$ cat src/rtl/regfile_pkg.sv
// Shared types and helpers for the decode-stage register file and its forwarding muxes.
package regfile_pkg;

    typedef enum logic [1:0] {
        FWD_RF   = 2'b00,
        FWD_MEM  = 2'b01,
        FWD_WB   = 2'b10,
        FWD_RSVD = 2'b11
    } fwd_sel_t;

    localparam int DEFAULT_DATA_W = 32;
    localparam int DEFAULT_ADDR_W = 5;

    function automatic int regfile_depth(input int addr_w);
        return 1 << addr_w;
    endfunction

endpackage

$ cat src/rtl/regfile_core.sv
// Register array with async clear, one write port, two bypassed read ports
// and a raw debug port that shows only committed array contents.
module regfile_core
    import regfile_pkg::*;
#(
    parameter int DATA_W   = DEFAULT_DATA_W,
    parameter int ADDR_W   = DEFAULT_ADDR_W,
    parameter bit ZERO_REG = 1'b1,
    parameter bit BYPASS   = 1'b1
) (
    input  logic              clk,
    input  logic              rst_n,
    input  logic [ADDR_W-1:0] ra1,
    input  logic [ADDR_W-1:0] ra2,
    input  logic              we,
    input  logic [ADDR_W-1:0] wa,
    input  logic [DATA_W-1:0] wd,
    output logic [DATA_W-1:0] raw1,
    output logic [DATA_W-1:0] raw2,
    input  logic [ADDR_W-1:0] dbg_addr,
    output logic [DATA_W-1:0] dbg_data
);

    localparam int DEPTH = regfile_depth(ADDR_W);

    logic [DATA_W-1:0] mem_q [DEPTH];
    logic [DATA_W-1:0] mem_d [DEPTH];
    logic              wr_en;
    logic              wr_to_zero;

    // A write held during reset must neither commit nor appear on the bypass path.
    always_comb begin
        wr_to_zero = ZERO_REG && (wa == '0);
        wr_en      = we && rst_n && !wr_to_zero;
    end

    always_comb begin
        mem_d = mem_q;
        if (wr_en) begin
            mem_d[wa] = wd;
        end
    end

    always_ff @(posedge clk or negedge rst_n) begin
        if (!rst_n) begin
            for (int i = 0; i < DEPTH; i++) begin
                mem_q[i] <= '0;
            end
        end else begin
            mem_q <= mem_d;
        end
    end

    always_comb begin
        raw1 = mem_q[ra1];
        if (ZERO_REG && (ra1 == '0)) begin
            raw1 = '0;
        end else if (BYPASS && wr_en && (wa == ra1)) begin
            raw1 = wd;
        end
    end

    always_comb begin
        raw2 = mem_q[ra2];
        if (ZERO_REG && (ra2 == '0)) begin
            raw2 = '0;
        end else if (BYPASS && wr_en && (wa == ra2)) begin
            raw2 = wd;
        end
    end

    always_comb begin
        dbg_data = mem_q[dbg_addr];
    end

endmodule

$ cat src/rtl/regfile_fwd.sv
// ID-stage register file wrapper: per-operand forwarding from MEM/WB and the
// branch-equality compare on the forwarded operands.
module regfile_fwd
    import regfile_pkg::*;
#(
    parameter int DATA_W   = DEFAULT_DATA_W,
    parameter int ADDR_W   = DEFAULT_ADDR_W,
    parameter bit ZERO_REG = 1'b1,
    parameter bit BYPASS   = 1'b1
) (
    input  logic              clk,
    input  logic              rst_n,
    input  logic [ADDR_W-1:0] ra1,
    input  logic [ADDR_W-1:0] ra2,
    input  logic              we,
    input  logic [ADDR_W-1:0] wa,
    input  logic [DATA_W-1:0] wd,
    input  logic [1:0]        fwd_a_sel,
    input  logic [1:0]        fwd_b_sel,
    input  logic [DATA_W-1:0] alu_out_m,
    input  logic [DATA_W-1:0] result_w,
    output logic [DATA_W-1:0] rd1,
    output logic [DATA_W-1:0] rd2,
    output logic              eq,
    input  logic [ADDR_W-1:0] dbg_addr,
    output logic [DATA_W-1:0] dbg_data
);

    logic [DATA_W-1:0] raw1;
    logic [DATA_W-1:0] raw2;
    fwd_sel_t          sel_a;
    fwd_sel_t          sel_b;

    regfile_core #(
        .DATA_W   (DATA_W),
        .ADDR_W   (ADDR_W),
        .ZERO_REG (ZERO_REG),
        .BYPASS   (BYPASS)
    ) u_core (
        .clk      (clk),
        .rst_n    (rst_n),
        .ra1      (ra1),
        .ra2      (ra2),
        .we       (we),
        .wa       (wa),
        .wd       (wd),
        .raw1     (raw1),
        .raw2     (raw2),
        .dbg_addr (dbg_addr),
        .dbg_data (dbg_data)
    );

    // Forwarded values win over register-0 zeroing; the reserved code falls back to the array.
    always_comb begin
        sel_a = fwd_sel_t'(fwd_a_sel);
        sel_b = fwd_sel_t'(fwd_b_sel);
        case (sel_a)
            FWD_MEM: rd1 = alu_out_m;
            FWD_WB:  rd1 = result_w;
            default: rd1 = raw1;
        endcase
        case (sel_b)
            FWD_MEM: rd2 = alu_out_m;
            FWD_WB:  rd2 = result_w;
            default: rd2 = raw2;
        endcase
    end

    always_comb begin
        eq = (rd1 == rd2);
    end

endmodule

$ cat config.mk
export PLATFORM = sky130hd
export DESIGN_NAME = regfile_fwd
export DESIGN_NICKNAME = d
export VERILOG_FILES = /design/src/rtl/regfile_pkg.sv /design/src/rtl/regfile_core.sv /design/src/rtl/regfile_fwd.sv
export SDC_FILE = /design/constraint.sdc
export NUM_CORES = 2
export LEC_CHECK = 0
export BUFFER_PORTS_ARGS = -buffer_cell sky130_fd_sc_hd__buf_4
export CAP_MARGIN = 15
export CORE_MARGIN = 4
export CORE_UTILIZATION = 45
export DETAILED_ROUTE_END_ITERATION = 8
export GPL_TIMING_DRIVEN = 0
export MAX_ROUTING_LAYER = met4
export PLACE_DENSITY_LB_ADDON = 0.05
export SLEW_MARGIN = 40
export SYNTH_ARGS = -nofsm -noshare
export SYNTH_HDL_FRONTEND = slang
export SYNTH_SLANG_ARGS = --single-unit
$ cat constraint.sdc
create_clock -name clk -period 2.7 [get_ports clk]
set_clock_uncertainty 0.15 [all_clocks]
set_input_delay 0 -clock clk [delete_from_list [all_inputs] [get_ports clk]]
set_output_delay 0 -clock clk [all_outputs]
set_load 0.05 [all_outputs]
==> flow_summary.ini <==
[outcome]
status = complete, but fails checks
violations = hold timing, setup timing

[layout]
drive_above_1_share_pct = 63.6
areaGrowthSynthToFinish_pct = 32.3
fillers = 11090
multiInputGateArea_sq_mm = 0.0391
ff_latch_area_sq_mm = 0.0256
layout_common_cells = 1041 x mux2_2, 1022 x dfrtp_1, 785 x mux4_2, 243 x buf_4, 157 x buf_6
final_common_cell = mux2_2
largest_reg_flops = 1024
regMostFlops = u_core.mem_q
finish.instance_area_sq_mm = 0.0852
reg_top3 = u_core.mem_q: 1024 flops
nets = 5325

[timing]
hold_viol_final = 1
hold_ws_ns = -0.000156
max-slew-margin-rel_pct = 27.9
rsz0062_at_grt = yes
setup_viol = 105
tightest_slew_ns = 1.08
slew_viol_final = 0
fmax_ghz = 0.223
setup_slack_ns = -1.79
period_share_pct = 166
min_period_ns = 4.49

[synth]
syn_inst = 4428
synth_nets = 4555
yosys_warnings = 0
synth-edff-count = 0
syn_area_sq_mm = 0.0644
yosys_most_used_dff = dfrtp_1
async_flop_share_pct = 100
synth_seq_area_share_pct = 39.8
synth_cell_types = 70
postSynthAreaPerCell_sq_um = 14.5
ys_ff_latch = 1024

[die]
die_w_um = 386
io_pins = 220
rows = 138
core_area_sq_mm = 0.142
die_y_um = 386
start_util_pct = 45.4
die_area_sq_mm = 0.149

[placement]
hpwl_mm = 305
io_buffers = 206
placed_area_sq_mm = 0.0738
place_congestion = 1.13

[global_routing]
overflow = 0
grt_start_max_net_pins = 99
antenna_found_initial = 54
grt_pass1_vias = 54549
grt_usage_pct = 58.6
grt_pass1_wl_mm = 546

[detailed_routing]
routed-wl-met3_mm = 78.8
wl_per_cell_um = 58.7
ant_nets = 0
drcViolationCount = 0
dr.max_layer_used = met4
first_pass_iters = 9
wl_mm = 426
viasPerCell = 8.03
met1Wirelength_mm = 142
route.met2.wl_mm = 159
route.vias.total = 58351
drt-initial-drc-count = 11367

[setup_path]
crit_type = primary input to output port
arrival_ns = 4.34
end_kind = output port
cp.required_ns = 2.55
r2r-start = u_core.mem_q[758]
endpoint = eq
worstSetupStartpointType = primary input
timing.rr.end = u_core.mem_q[758]
crit_fanout = 10
r2r_slack_ns = 1.39
startpoint = ra2[1]
reg2reg_depth = 4

[cts]
path_clk_slew_ns = 0.08
cts_root_buf = clkbuf_16
cts_buffers = 120
cts_buffer_depth = 3
htreeDepth = 3
insertion_delay_ns = 0.79
clock_sinks = 1024
tritoncts = done

[worst_hold_path]
min_path_type = primary input to flop

[power]
total_power_w = 0.0538
ir_worst_vdd_mv = 0.611
p_leak_nw = 36.4
pwr_density_cell_mw_per_mm2 = 632

[flow_run]
max_cap_violations = 0
[how the worst min path moves through the flow]
| stage | from | end | slack, ns | cells after the start |
|---|---|---|---|---|
| after detailed placement | rst_n | u_core.mem_q[990] | -0.25 | 1 |
| after floorplan | rst_n | u_core.mem_q[0] | -0.45 | 0 |
| after CTS | wd[14] | u_core.mem_q[14] | 0.00002 | 3 |
| after global routing | we | u_core.mem_q[608] | 0.004 | 6 |
| final | we | u_core.mem_q[608] | -0.0002 | 6 |
| after global placement | wd[18] | u_core.mem_q[50] | 0.14 | 2 |
[cell families after synthesis]
group,Yosys count,synth area share (%)
buffers and inverters,532,3.54
flip-flops,1024,39.8
adder cells (fa/ha/maj),4,0.0778
multiplexers,2006,48.5
AO/OA/AOI/OAI,452,4.70
AND/OR/NAND/NOR,368,2.76
XOR/XNOR,42,0.571
[power by group]
group | internal [W] | switching, W
Sequential | 0.0173 | 0.00211
Clock | 0.0109 | 0.00758
Combinational | 0.00745 | 0.00855
Total | 0.0356 | 0.0182
[metal layers]
| layer | global-route usage [%] | vias to the layer above |
|---|---|---|
| li1 | - | 19401 |
| met1 | 65.7 | 30536 |
| met2 | 71.8 | 6339 |
| met4 | 45.8 | 0 |
| met5 | - | - |
| met3 | 38.8 | 2075 |
[through the flow]
stage	utilization (%)	instances	setup TNS, ns	setup WS [ns]
after floorplan	-	4428	-0.285	-0.285
after global placement	48.6	6524	-	-17.05
after detailed placement	52.0	6692	-1437.06	-3.58
after CTS	59.2	7143	-18.32	-1.49
after global routing	60.0	7253	-20.37	-1.68
final	60.1	7269	-24.62	-1.79
[critical path, stage by stage]
cell and delay [ns]:
buf_4 0.16, buf_12 0.19, buf_12 0.22, buf_12 0.28
buf_8 0.34, nand2_1 0.33, o22ai_4 0.31, nor4_2 0.08
nor4_4 0.64, o22ai_2 0.19, xor2_1 0.19, nor3_2 0.17
nand3_2 0.20, nor4_2 0.35, and4_4 0.35, buf_8 0.17
[layout make-up]
cell class | count | share of cell area [%]
repair buffers | 649 | 10.9
clock buffers | 171 | 4.24
inverters | 13 | 0.0720
flip-flops and latches | 1024 | 30.1
multi-input cells | 2872 | 45.9
well taps | 1890 | 2.78
clock inverters | 53 | 0.846
plain buffers | 518 | 4.99
diodes | 79 | 0.232
[synth_stat cells (8+ instances only)]
cell type	number	area share, %
xnor2_1	18	0.24
buf_1	81	0.47
a211oi_1	12	0.14
a22oi_1	100	1.2
o21ai_0	83	0.65
xor2_1	24	0.33
o211ai_1	17	0.20
mux2i_1	143	2.2
and3_1	8	0.078
o221ai_1	12	0.16
mux4_2	785	27
a21oi_1	34	0.26
o22ai_1	86	0.84
inv_1	10	0.058
a31oi_1	38	0.37
nor3_1	18	0.14
a2111oi_0	8	0.11
a32oi_1	12	0.16
a221oi_1	11	0.15
nor2_1	102	0.59
buf_2	67	0.52
clkbuf_1	323	1.9
dfrtp_1	1024	40
nand3_1	29	0.23
nand2_1	115	0.67
nand4_1	8	0.078
nand2b_1	14	0.14
nor4_1	11	0.11
nor2b_1	17	0.17
buf_4	43	0.50
mux2_2	1078	19
[what timing repair did]
action	in CTS	in global routing
hold endpoints to repair	1603	56
resized for setup	800	184
setup endpoints to repair	1040	154
pin swaps	118	63
setup buffers	152	57
hold buffers	74	4
gates cloned	9	0
Note: power is estimated with default switching activity, not from simulation.
